[config.mk]
export PLATFORM = sky130hd
export DESIGN_NAME = ram_arbiter_128x8_flat
export DESIGN_NICKNAME = d
export VERILOG_FILES = /design/src/rtl/ram_arbiter_128x8_if.sv /design/src/rtl/ram_arbiter_128x8.sv /design/src/flat_wrapper.sv
export SDC_FILE = /design/constraint.sdc
export NUM_CORES = 1
export LEC_CHECK = 0
export ABC_CLOCK_PERIOD_IN_PS = 1980
export BUFFER_PORTS_ARGS = -buffer_cell sky130_fd_sc_hd__clkbuf_2
export CAP_MARGIN = 20
export CELL_PAD_IN_SITES_DETAIL_PLACEMENT = 1
export CELL_PAD_IN_SITES_GLOBAL_PLACEMENT = 1
export CORE_ASPECT_RATIO = 0.75
export CORE_UTILIZATION = 29
export CTS_CLUSTER_DIAMETER = 30
export DETAILED_ROUTE_END_ITERATION = 10
export PLACE_DENSITY_LB_ADDON = 0.1
export SLEW_MARGIN = 5
export SYNTH_ARGS = -nofsm -noshare
export SYNTH_HDL_FRONTEND = slang
export SYNTH_SLANG_ARGS = --single-unit
export TNS_END_PERCENT = 1
[constraint.sdc]
create_clock -name clk -period 1.98 [get_ports clk]
set_input_delay 0.396 -clock clk [delete_from_list [all_inputs] [get_ports clk]]
set_output_delay 0.396 -clock clk [all_outputs]
set_load 0.1 [all_outputs]
[src/rtl/ram_arbiter_128x8_if.sv]
// ram_arbiter_128x8_if: core and DMA request/grant/data bundle; master drives requests, slave returns grants and read data
interface ram_arbiter_128x8_if;
  logic       core_req;
  logic       core_we;
  logic [6:0] core_addr;
  logic [7:0] core_wdata;
  logic       core_gnt;
  logic [7:0] core_rdata;
  logic       dma_req;
  logic       dma_we;
  logic [6:0] dma_addr;
  logic [7:0] dma_wdata;
  logic       dma_gnt;
  logic [7:0] dma_rdata;
  logic       dma_rvalid;
  modport master (
    output core_req, core_we, core_addr, core_wdata, dma_req, dma_we, dma_addr, dma_wdata,
    input  core_gnt, core_rdata, dma_gnt, dma_rdata, dma_rvalid
  );
  modport slave (
    input  core_req, core_we, core_addr, core_wdata, dma_req, dma_we, dma_addr, dma_wdata,
    output core_gnt, core_rdata, dma_gnt, dma_rdata, dma_rvalid
  );
endinterface

[src/rtl/ram_arbiter_128x8.sv]
// ram_arbiter_128x8: core-priority 128x8 RAM arbiter with DMA anti-starvation and post-reset clear; ports clk, rst, bus (core/DMA), ram_addr/ram_data/ram_en/ram_q, init_busy
module ram_arbiter_128x8 #(
  parameter int STARVE_LIMIT   = 4,
  parameter bit CLEAR_ON_RESET = 1'b1
) (
  input  logic                       clk,
  input  logic                       rst,
  ram_arbiter_128x8_if.slave         bus,
  output logic [6:0]                 ram_addr,
  output logic [7:0]                 ram_data,
  output logic                       ram_en,
  input  logic [7:0]                 ram_q,
  output logic                       init_busy
);
  typedef enum logic {CLEAR, RUN} state_t;
  state_t     state, state_d;
  logic [6:0] clr_cnt;
  logic [3:0] starve_cnt;
  logic       run, clr, force_dma, core_gnt, dma_gnt;
  always_comb begin
    run       = (state == RUN) && !rst;
    clr       = (state == CLEAR) && !rst;
    force_dma = starve_cnt == 4'(STARVE_LIMIT);
    core_gnt  = run & bus.core_req & ~force_dma;
    dma_gnt   = run & bus.dma_req & (~bus.core_req | force_dma);
    state_d   = (state == CLEAR && &clr_cnt) ? RUN : state;
    ram_addr  = clr ? clr_cnt : core_gnt ? bus.core_addr : dma_gnt ? bus.dma_addr : 7'd0;
    ram_data  = core_gnt ? bus.core_wdata : dma_gnt ? bus.dma_wdata : 8'd0;
    ram_en    = clr | (core_gnt & bus.core_we) | (dma_gnt & bus.dma_we);
    init_busy = rst ? CLEAR_ON_RESET : state == CLEAR;
  end
  assign bus.core_gnt   = core_gnt;
  assign bus.dma_gnt    = dma_gnt;
  assign bus.core_rdata = ram_q;
  always_ff @(posedge clk) begin
    if (rst) begin
      state          <= CLEAR_ON_RESET ? CLEAR : RUN;
      clr_cnt        <= 7'd0;
      starve_cnt     <= 4'd0;
      bus.dma_rvalid <= 1'b0;
      bus.dma_rdata  <= 8'd0;
    end else begin
      state          <= state_d;
      clr_cnt        <= clr ? clr_cnt + 7'd1 : clr_cnt;
      // a pending DMA request that loses implies core_req is also high
      starve_cnt     <= (!run || dma_gnt || !bus.dma_req) ? 4'd0 :
                        (starve_cnt != 4'(STARVE_LIMIT)) ? starve_cnt + 4'd1 : starve_cnt;
      bus.dma_rvalid <= dma_gnt & ~bus.dma_we;
      if (dma_gnt && !bus.dma_we) bus.dma_rdata <= ram_q;
    end
  end
endmodule
[src/flat_wrapper.sv]
// flat-port wrapper written by rule: the top's interface ports become plain ports
module ram_arbiter_128x8_flat 
#(
  parameter int STARVE_LIMIT   = 4,
  parameter bit CLEAR_ON_RESET = 1'b1
)
  (clk, rst, ram_addr, ram_data, ram_en, ram_q, init_busy, bus_core_req, bus_core_we, bus_core_addr, bus_core_wdata, bus_dma_req, bus_dma_we, bus_dma_addr, bus_dma_wdata, bus_core_gnt, bus_core_rdata, bus_dma_gnt, bus_dma_rdata, bus_dma_rvalid);
  ram_arbiter_128x8_if bus_i ();
  input  logic clk;
  input  logic rst;
  output logic [6:0] ram_addr;
  output logic [7:0] ram_data;
  output logic ram_en;
  input  logic [7:0] ram_q;
  output logic init_busy;
  input wire logic [$bits(bus_i.core_req)-1:0] bus_core_req;
  input wire logic [$bits(bus_i.core_we)-1:0] bus_core_we;
  input wire logic [$bits(bus_i.core_addr)-1:0] bus_core_addr;
  input wire logic [$bits(bus_i.core_wdata)-1:0] bus_core_wdata;
  input wire logic [$bits(bus_i.dma_req)-1:0] bus_dma_req;
  input wire logic [$bits(bus_i.dma_we)-1:0] bus_dma_we;
  input wire logic [$bits(bus_i.dma_addr)-1:0] bus_dma_addr;
  input wire logic [$bits(bus_i.dma_wdata)-1:0] bus_dma_wdata;
  output wire logic [$bits(bus_i.core_gnt)-1:0] bus_core_gnt;
  output wire logic [$bits(bus_i.core_rdata)-1:0] bus_core_rdata;
  output wire logic [$bits(bus_i.dma_gnt)-1:0] bus_dma_gnt;
  output wire logic [$bits(bus_i.dma_rdata)-1:0] bus_dma_rdata;
  output wire logic [$bits(bus_i.dma_rvalid)-1:0] bus_dma_rvalid;
  assign bus_i.core_req = bus_core_req;
  assign bus_i.core_we = bus_core_we;
  assign bus_i.core_addr = bus_core_addr;
  assign bus_i.core_wdata = bus_core_wdata;
  assign bus_i.dma_req = bus_dma_req;
  assign bus_i.dma_we = bus_dma_we;
  assign bus_i.dma_addr = bus_dma_addr;
  assign bus_i.dma_wdata = bus_dma_wdata;
  assign bus_core_gnt = bus_i.core_gnt;
  assign bus_core_rdata = bus_i.core_rdata;
  assign bus_dma_gnt = bus_i.dma_gnt;
  assign bus_dma_rdata = bus_i.dma_rdata;
  assign bus_dma_rvalid = bus_i.dma_rvalid;
  ram_arbiter_128x8 #(.STARVE_LIMIT(STARVE_LIMIT), .CLEAR_ON_RESET(CLEAR_ON_RESET)) u_core (.clk(clk), .rst(rst), .bus(bus_i), .ram_addr(ram_addr), .ram_data(ram_data), .ram_en(ram_en), .ram_q(ram_q), .init_busy(init_busy));
endmodule
After elaboration in Yosys (flattened, before gate mapping). Index checks and enable logic that the tools add are counted. Widths: inputs -> output; s select.

Eq/ne operators: 2. Reductions and logical operators: 12. Add/subtract/negate cells: 2. Bitwise gates (word level): 14. Mux-type cells: 6.

Operators by type and width (number): $mux 7 (3); $mux 8 (2); $add 7x1->7 const B (1); $and 1x1->1 (7); $reduce_and 7->1 (1); $add 4x1->4 const B (1); $eq 4x3->1 const B (1); $logic_and 1x1->1 (4); $logic_not 1->1 (4); $ne 4x3->1 const B (1); $not 1->1 (4); $or 1x1->1 (3); $logic_or 1x1->1 (2); $reduce_or 2->1 (1); $mux 1 (1).

Output and inout bits: 36. Bits in registers: 21. Logic and storage cells: 41.

Depth between registers and ports, before layout. Gate-level depths: netlist of the first run.

Depth in word-level cells: 7. Mapped depth: 7.

Worst setup path after synthesis of the first run. No wires, ideal clock.

Path type: reg2out. From: register u_core.starve_cnt[0]. To: output ram_addr[5]. Arrival: 2312 ps. Setup slack: -728 ps. Data required time: 1584 ps. Cell stages (with the launch flop): 7. Buffers on the path: 1. Cells stage by stage: dfxtp_1 > inv_1 > ha_1 > nand3b_1 > a21oi_2 > buf_2 > a221o_1.

Longest elaborated chain between the ends: 6. Elaborated cells between the ends (all ways): 8. Classes of those cells: eq/ne: 1; mux: 3; bitwise: 4.

Ends and longest elaborated chain: start: declaration (line ram_arbiter_128x8.sv:18) `logic [3:0] starve_cnt;`; start signal: assignment (line ram_arbiter_128x8.sv:46) `starve_cnt <= (!run || dma_gnt || !bus.dma_req) ? 4'd0 :`; $eq 4x3->1 (line ram_arbiter_128x8.sv:23) `force_dma = starve_cnt == 4'(STARVE_LIMIT);`; $or 1x1->1 (line ram_arbiter_128x8.sv:25) `dma_gnt = run & bus.dma_req & (~bus.core_req | force_dma);`; $and 1x1->1 (line ram_arbiter_128x8.sv:25); named net bus_dma_gnt (line flat_wrapper.sv:26) `output wire logic [$bits(bus_i.dma_gnt)-1:0] bus_dma_gnt;`; $mux 7 (3 in series) (line ram_arbiter_128x8.sv:27) `ram_addr = clr ? clr_cnt : core_gnt ? bus.core_addr : dma_gnt ? bus.dma_addr : 7'd0;`; end: declaration (line flat_wrapper.sv:11) `output logic [6:0] ram_addr;`.

The timed path passes the listed nets, and every way through them passes these cells.

Final worst setup path of the first run.
From: register u_core.starve_cnt[0]. To: output ram_addr[5].

Longest elaborated chain between the ends: 6. Elaborated cells between the ends (all ways): 8. Classes of those cells: eq/ne: 1; mux: 3; bitwise: 4.

Ends and longest elaborated chain (line): $eq 4x3->1 * (ram_arbiter_128x8.sv:23); $or 1x1->1 (ram_arbiter_128x8.sv:25); $and 1x1->1 (ram_arbiter_128x8.sv:25); $mux 7 (ram_arbiter_128x8.sv:27); $mux 7 * (2 in series) (ram_arbiter_128x8.sv:27).

Mark *: on every way between the ends. The rest lies on a longest branch, timed or not.

==> results.txt, run 1 <==
The part of the cycle the worst path needs is 108.3%. The count of nets left with antenna violations once routing finished came out at 0. Sequential cell area: 422.9 um^2. By area the synthesized netlist is led by dfxtp_1, mux2_4, a221o_1, a22o_1, buf_4.

The count of final hold-check violations was 0. Classification of the worst-slack hold path: input port to register. The logs give 0 for the number of max-slew violations in the final report and -164.4 ps for the post-route worst setup slack. The tools report the number of fill cells as 463. For the pin with the worst max-slew slack, the measured transition is 546.6 ps. Data on the critical path is required at its endpoint by 1580 ps.

The final layout contains routed wiring with a total length of 4061 um. The worst setup path is captured at an output pin. The number of clock buffers added by TritonCTS is 3. A synthesized cell averages 10.02 um^2.

Cell internal power was estimated by the tool at 638.1 uW. For this run, design rule violations remaining after detail routing come to 0. The top cell types in the final layout, fill and taps aside, are clkbuf_2, buf_12, dfxtp_1. The kind of critical path was register to output pin. Measured against its own limit, the worst slew margin works out to 63.72%. VDD sags by at most 0.0003315 V. Row generation in the floorplan step produced 20 rows. The first-pass GRT wire length came out at 6417 um.

Global placer's final weighted congestion: 0.7840. After synthesis the netlist holds a flip-flop and latch count of 21. The violation count after the first detailed-routing iteration is 36, and the fraction of power spent switching nets is 32.31%. The iteration count of the initial detailed-routing pass is 6.

From bottom edge to top edge, the die measures 58.23 um. After routing the design area is 0.002198 mm^2. Synthesis produced 122 cells. The number of antenna violations at the first check in global routing is 0, and the via density per instance is 4.769. The relative contribution of the clock network to total power was 31.5%; the unique cell type count in the Yosys netlist was 36. For this configuration, the core starts out at a cell density of 30.15%. Once layout is complete, the cells apart from fillers number 260. The clock sink total was 21; the fraction of the yosys area taken by sequential cells was 34.39%.

Across every metal layer, demand over resource in global routing totals 18.44%. Proportion of power drawn by flip-flops and latches: 46.1%. The synthesized design spends more area on one cell type than any other, namely dfxtp_1.

For this run the aggregate overflow at the end of global routing stands at 0. For the worst setup path, the data arrival time is 1750 ps. Of all nets on the critical path, the largest fanout is 8.

The library cell used most frequently in the layout, excluding fill and tap cells, is clkbuf_2. Static timing analysis puts the maximum clock frequency at 0.4663 GHz. The run gives 14 as the largest net degree at the start of global routing. After the last flow step, the layout net total stands at 253.

The number of antenna diodes in the final layout is 0. The number of nets in the synthesized netlist is 169. The via count of the first global-routing pass is 1,298. The worst path needs 2144 ps of the cycle, external delays included.

From synthesis to final layout, the design area changed by 79.84%. The die is 76.97 um wide. The checks that failed: negative setup slack. The run gives 80 as the number of ports placed on the die boundary.

The clock skew after layout came out at 4.061 ps. The launching element type of the critical path is a register. The clock passes through at most 2 buffers. The placed wire-length estimate is 3225 um. The run finished, with violations left. The tools report the post-placement cell count as 248. Cell at the root of the clock tree: clkbuf_8. Setup repair after global routing could not meet its margin everywhere. The cell area that synthesis handed to floorplanning was 0.001222 mm^2. The top cell type's share of synthesized area came out at 34.39%. Dividing total power by cell area gives a power density of 428.9 mW/mm^2. For this block, the via count after detailed routing is 1,240. Setup violations remaining at the end of the flow were counted as 18. The multi-input logic area was 792.0 um^2; the share of layout cells above drive strength 1 was 61.95%. TritonCTS built the clock tree. After detailed routing, the average wire length per cell comes to 15.62 um. Clock-pin slew was measured on the worst setup and hold paths at 80 ps. Buffers placed on the I/O ports in this run total 79.

The count of max-cap constraint violations came out at 0. The clock network latency to the later pin of the worst-skew pair is 270 ps. H-tree depth: 1. The post-route setup TNS is -2530 ps, and the leakage component of the power is 0.001055 uW. The combinational fraction of design power is 22.4%. The area after detailed placement is 0.002042 mm^2, and the standard cell core area is 0.004054 mm^2. The net switching power of the design is 304.6 uW, and the count of warnings emitted by yosys is 0. For the area of the die, the log shows 0.004482 mm^2.
-- registers in the layout, summed over array words and instances (netlist names) --
signal,flops
u_core.bus.dma_rdata,8
u_core.bus.dma_rvalid,1
u_core.clr_cnt,7
u_core.starve_cnt,4
u_core.state,1
-- cells by family after synthesis --
kind of cell,synth area share [%]
adders and majority gates,3.071
and+or+nand+nor,22.21
AOI/OAI and AO/OA,16.07
buffers and inverters,9.313
xor gates and xnor gates,4.299
DFF,34.39
muxes,10.65
-- repair_timing --
action	CTS	global route
endpoints found under the hold margin	0	0
setup buffers	5	3
pin swaps	19	1
cloned	1	0
resized for setup	9	2
endpoints found under the setup margin	18	18
hold buffers	0	0
-- power groups by stage --
stage	logic (uW)	clock network (uW)	registers [uW]
floorplan	135	0	442
global placement	206	0	444
detailed placement	211	0	445
CTS	212	305	434
global route	221	329	435
finish	211	297	434
-- routing by layer --
layer,track usage [%],wire length (um),vias to the layer above
li1,-,-,609
met1,21.73,1683,587
met2,33.55,2128,38
met3,4.882,190,6
met4,4.852,59,0
met5,0,0,-
-- metrics by stage --
| step | hold slack, ps | utilization, % | power, uW | worst slack [ps] |
|---|---|---|---|---|
| 2_1_floorplan | 467.1 | - | 577.7 | -232.7 |
| 3_3_place_gp | 485.4 | 50.37 | 650.1 | 27.33 |
| 3_5_place_dp | 517.3 | 50.37 | 655.7 | -35.35 |
| 4_1_cts | 357.3 | 53.49 | 950.8 | -163.6 |
| 5_1_grt | 358.2 | 54.23 | 985.9 | -216.4 |
| 6_report | 362.3 | 54.23 | 942.8 | -164.4 |
-- final cells by class --
class | instances | share of cell area (%)
inverters | 3 | 0.5122
flip-flops and latches | 21 | 19.24
well taps | 55 | 3.130
repair buffers | 94 | 38.87
multi-input cells | 83 | 36.03
clock buffers | 3 | 1.878
clock inverters | 1 | 0.3415
-- final timing paths --
| path | from | endpoint | slack, ps | cells past startpoint |
|---|---|---|---|---|
| worst max-delay path | u_core.starve_cnt[0] | ram_addr[5] | -160 | 7 |
| worst min-delay path | ram_q[2] | u_core.bus.dma_rdata[2] | 360 | 2 |
| worst max register to register | u_core.starve_cnt[1] | u_core.bus.dma_rdata[3] | 340 | 5 |
| worst min register to register | u_core.clr_cnt[6] | u_core.clr_cnt[6] | 520 | 2 |
-- cell usage after synthesis --
cell type,count
nor2_4,1
nand2_1,2
buf_2,4
nor3b_1,5
nand3b_1,2
nand4b_1,2
nor2_1,7
and2_1,2
and3b_1,1
a211o_1,1
buf_4,9
ha_1,3
nand2b_1,1
nor2b_1,9
a22o_1,8
a221o_1,8
buf_1,1
nand3_1,2
nand3b_2,1
or3_1,1
xor2_1,4
mux2i_1,1
inv_1,3
mux2_4,8
nor4bb_1,1
buf_6,1
o21ai_0,1
dfxtp_1,21
o31ai_1,1
or4_1,1
a21oi_1,2
a31oi_1,1
a21oi_2,1
xnor2_1,2
and3_1,3
and4_1,1
-- critical path, cell delays in order (launching register included) --
cell	delay [ps]
dfxtp_2	350
inv_2	50
ha_4	150
nand3b_1	120
a21oi_2	100
buf_12	150
a221o_4	390
buf_12	170
(Power assumes the default switching activity.)
==> run 2, diff against run 1 <==
--- a/config.mk
+++ b/config.mk
@@ -5,13 +5,13 @@
 export SDC_FILE = /design/constraint.sdc
 export NUM_CORES = 1
 export LEC_CHECK = 0
-export ABC_CLOCK_PERIOD_IN_PS = 1980
+export ABC_CLOCK_PERIOD_IN_PS = 1870
 export BUFFER_PORTS_ARGS = -buffer_cell sky130_fd_sc_hd__clkbuf_2
 export CAP_MARGIN = 20
 export CELL_PAD_IN_SITES_DETAIL_PLACEMENT = 1
 export CELL_PAD_IN_SITES_GLOBAL_PLACEMENT = 1
 export CORE_ASPECT_RATIO = 0.75
-export CORE_UTILIZATION = 29
+export CORE_UTILIZATION = 26
 export CTS_CLUSTER_DIAMETER = 30
 export DETAILED_ROUTE_END_ITERATION = 10
 export PLACE_DENSITY_LB_ADDON = 0.1
==> constraint.sdc (replaced) <==
create_clock -name clk -period 1.87 [get_ports clk]
set_input_delay 0.374 -clock clk [delete_from_list [all_inputs] [get_ports clk]]
set_output_delay 0.374 -clock clk [all_outputs]
set_load 0.1 [all_outputs]
==> results.txt, run 2 (synthesized netlist as in run 1, its figures left out) <==
For the final core utilization, the log shows 50.35% (was 54.23%). The area of the die came out at 0.004983 mm^2 (was 0.004482 mm^2). The multi-input logic area was 823.3 um^2 (was 792.0 um^2). The tools report the end of the worst register-to-register path as u_core.bus.dma_rdata[6] (was u_core.bus.dma_rdata[3]). The H-tree depth was 1 (unchanged); the placed wire-length estimate was 3394 um (was 3225 um). TritonCTS built the clock tree. Failing checks: negative setup slack (unchanged). The worst path uses 113.4% of the clock period. The antenna diode count came out at 0 (unchanged).

For this run, the top clock speed supported by timing is 0.4716 GHz. The clock sink total came out at 21 (unchanged). The cell at the root of the clock tree is clkbuf_8 (unchanged).

The tools report the destination of the critical timing path as ram_addr[1] (was ram_addr[5]). Fraction of power spent switching nets: 32.10% (was 32.31%). The run gives -250.5 ps (was -164.4 ps) as the post-route worst setup slack. The path depth of the worst reg2reg path is 10 (was 5), and the proportion of power drawn by flip-flops and latches is 46.4% (was 46.1%). The tools report the leakage component of the power as 0.001084 uW (was 0.001055 uW). The first-pass GRT wire length is 6506 um (was 6417 um), and the violation count after the first detailed-routing iteration is 24 (was 36). Starting utilization of the core area: 27.21% (was 30.15%). The via count is 1,280 (was 1,240), and the internal reg-to-reg setup slack is -180 ps (was 340 ps). The run gives 17.66% (was 18.44%) as the overall track demand over capacity in global routing. For the global-route congestion overflow total, the log shows 0 (unchanged). The flow ran to the end, but the final reports show violations.

Registers with the most flip-flops: u_core.bus.dma_rdata: 8 flops, u_core.clr_cnt: 7 flops, u_core.starve_cnt: 4 flops (unchanged). For the area after detailed placement, the log shows 0.002115 mm^2 (was 0.002042 mm^2). The remaining design rule violation count was 0 (unchanged); the critical-path maximum fanout was 11 (was 8). Net switching power of the design: 318.6 uW (was 304.6 uW).

The design internal power was 673.9 uW (was 638.1 uW); the measured slew at the worst slew-check pin was 623.7 ps (was 546.6 ps). The logs give 0 (unchanged) for the number of max-slew violations in the final report and 992.6 uW (was 942.8 uW) for the post-layout total power. For the number of fill cells, the log shows 508 (was 463). The combinational fraction of design power was 22.5% (was 22.4%). The worst vdd rail ir drop is 0.0002867 V (was 0.0003315 V), and the share of layout cells above drive strength 1 is 67.62% (was 61.95%). Setup repair after global routing could not meet its margin everywhere.

The number of buffers on the longest clock path was 2 (unchanged); the number of antenna violations at the first check in global routing was 0 (unchanged). The tools report the post-route setup TNS as -5318 ps (was -2530 ps). The sequential cell area was 422.9 um^2 (unchanged). Kind of critical path: register to output pin (unchanged). The most common cell after layout, fill and taps aside is clkbuf_2 (unchanged). Global placer's final weighted congestion: 0.6946 (was 0.7840).

The remaining number of nets flagged by the antenna check after routing is 0 (unchanged), and the via density per instance is 4.794 (was 4.769). The horizontal die dimension is 81.18 um (was 76.97 um), and the area of all placed cells without fillers is 0.002262 mm^2 (was 0.002198 mm^2). The tools report the number of ports placed on the die boundary as 80 (unchanged). The tools report the count of final hold-check violations as 0 (unchanged). The clock slew at the register clock pins of the worst setup and hold paths is 80 ps (about the same), and the time the worst path needs with I/O delays and setup is 2120 ps.

The final-stage net count is 258 (was 253). The run gives 18 (was 14) as the largest net degree at the start of global routing. Register with the highest flop count: u_core.bus.dma_rdata (unchanged). The total power divided by cell area was 438.8 mW/mm^2 (was 428.9 mW/mm^2); the iteration count of the initial detailed-routing pass was 4 (was 6).

The run gives 58.26% (was 63.72%) as the remaining max-slew budget at the tightest pin. The hold buffer count at cts is 0 (unchanged), and the clock network latency to the later pin of the worst-skew pair is 260 ps (was 270 ps). The tools report the reg-to-reg startpoint as u_core.starve_cnt[0] (was u_core.starve_cnt[1]). The count of input and output buffers came out at 79 (unchanged). The tools report the launching element type of the critical path as a register (unchanged). The cell count of the worst hold path is 2 (unchanged), and the count of max-cap constraint violations is 0 (unchanged). The logs give -57.36 ps (was -35.35 ps) for the worst slack at placement and 4394 um (was 4061 um) for the final routed wirelength across all metal layers.

For the via count of the first global-routing pass, the log shows 1,304 (was 1,298). Most frequent cells in the layout: clkbuf_2, buf_12, dfxtp_1 (unchanged). Per-cell routed wire length: 16.46 um (was 15.62 um).

Classification of the worst-slack hold path: input port to register (unchanged). The logs give 1.251 ps (was 4.061 ps) for the clock skew after layout and 0.004493 mm^2 (was 0.004054 mm^2) for the standard cell core area. The run gives 1750 ps (about the same) as the arrival time reported for the critical path endpoint.

For the count of final setup violators, the log shows 25 (was 18). The flip-flop count of the largest register after layout was 8 (unchanged); the die outline height was 61.38 um (was 58.23 um). Kind of end point of the critical path: an output pin (unchanged). The run gives 1500 ps (was 1580 ps) as the required time of the worst setup path. The source of the critical timing path is u_core.starve_cnt[1] (was u_core.starve_cnt[0]). The layout overhead on the synthesized area was 85.06% (was 79.84%); the relative contribution of the clock network to total power was 31.1% (was 31.5%).

Number of buffers added by the clock tree synthesis step: 3 (unchanged). The number of standard-cell rows in the floorplan is 21 (was 20).
run 2: worst max-delay path, cell delays in order (launching register included):
cell	delay [ps]
dfxtp_2	350
inv_2	50
ha_4	150
nand3b_1	120
a21oi_2	90
buf_12	150
a221o_2	390
buf_12	180
run 2: metrics by stage:
stage | cells | hold WS [ps]
5_1_grt | 267 | 342.8
4_1_cts | 266 | 346.6
2_1_floorplan | 122 | 467.0
6_report | 267 | 347.8
3_3_place_gp | 258 | 504.5
3_5_place_dp | 258 | 521.6
run 2: worst min path at each step:
stage,from,end,slack (ps)
floorplan,u_core.clr_cnt[6],u_core.clr_cnt[6],470
global placement,u_core.clr_cnt[6],u_core.clr_cnt[6],500
detailed placement,u_core.clr_cnt[6],u_core.clr_cnt[6],520
CTS,ram_q[4],u_core.bus.dma_rdata[4],350
global route,ram_q[4],u_core.bus.dma_rdata[4],340
finish,ram_q[4],u_core.bus.dma_rdata[4],350
run 2: repair_timing:
action | 4_1_cts | 5_1_grt
endpoints found under the setup margin | 18 | 26
pin swaps | 13 | 2
buffers inserted | 4 | 1
resized for setup | 17 | 1
run 2: per-layer routing:
metal	up-vias	part of all wire [%]	global-route usage, %
met2	27	52	30.49
met3	5	3.6	4.741
li1	614	-	-
met5	-	0	0
met4	0	0.77	5.357
met1	634	43	21.76
run 2: area by class of cell:
| type | instances | share of cell area (%) |
|---|---|---|
| Multi-Input combinational cell | 83 | 36.39 |
| Clock inverter | 1 | 0.2212 |
| Tap cell | 57 | 3.153 |
| Clock buffer | 3 | 1.825 |
| Timing Repair Buffer | 99 | 39.21 |
| Sequential cell | 21 | 18.69 |
| Inverter | 3 | 0.4978 |
run 2: power by group through the flow:
stage / registers (uW) / logic, uW / clock network [uW]
6_report: 460 / 223 / 309
4_1_cts: 460 / 225 / 314
5_1_grt: 461 / 233 / 340
3_5_place_dp: 471 / 223 / 0
3_3_place_gp: 471 / 219 / 0
2_1_floorplan: 468 / 144 / 0
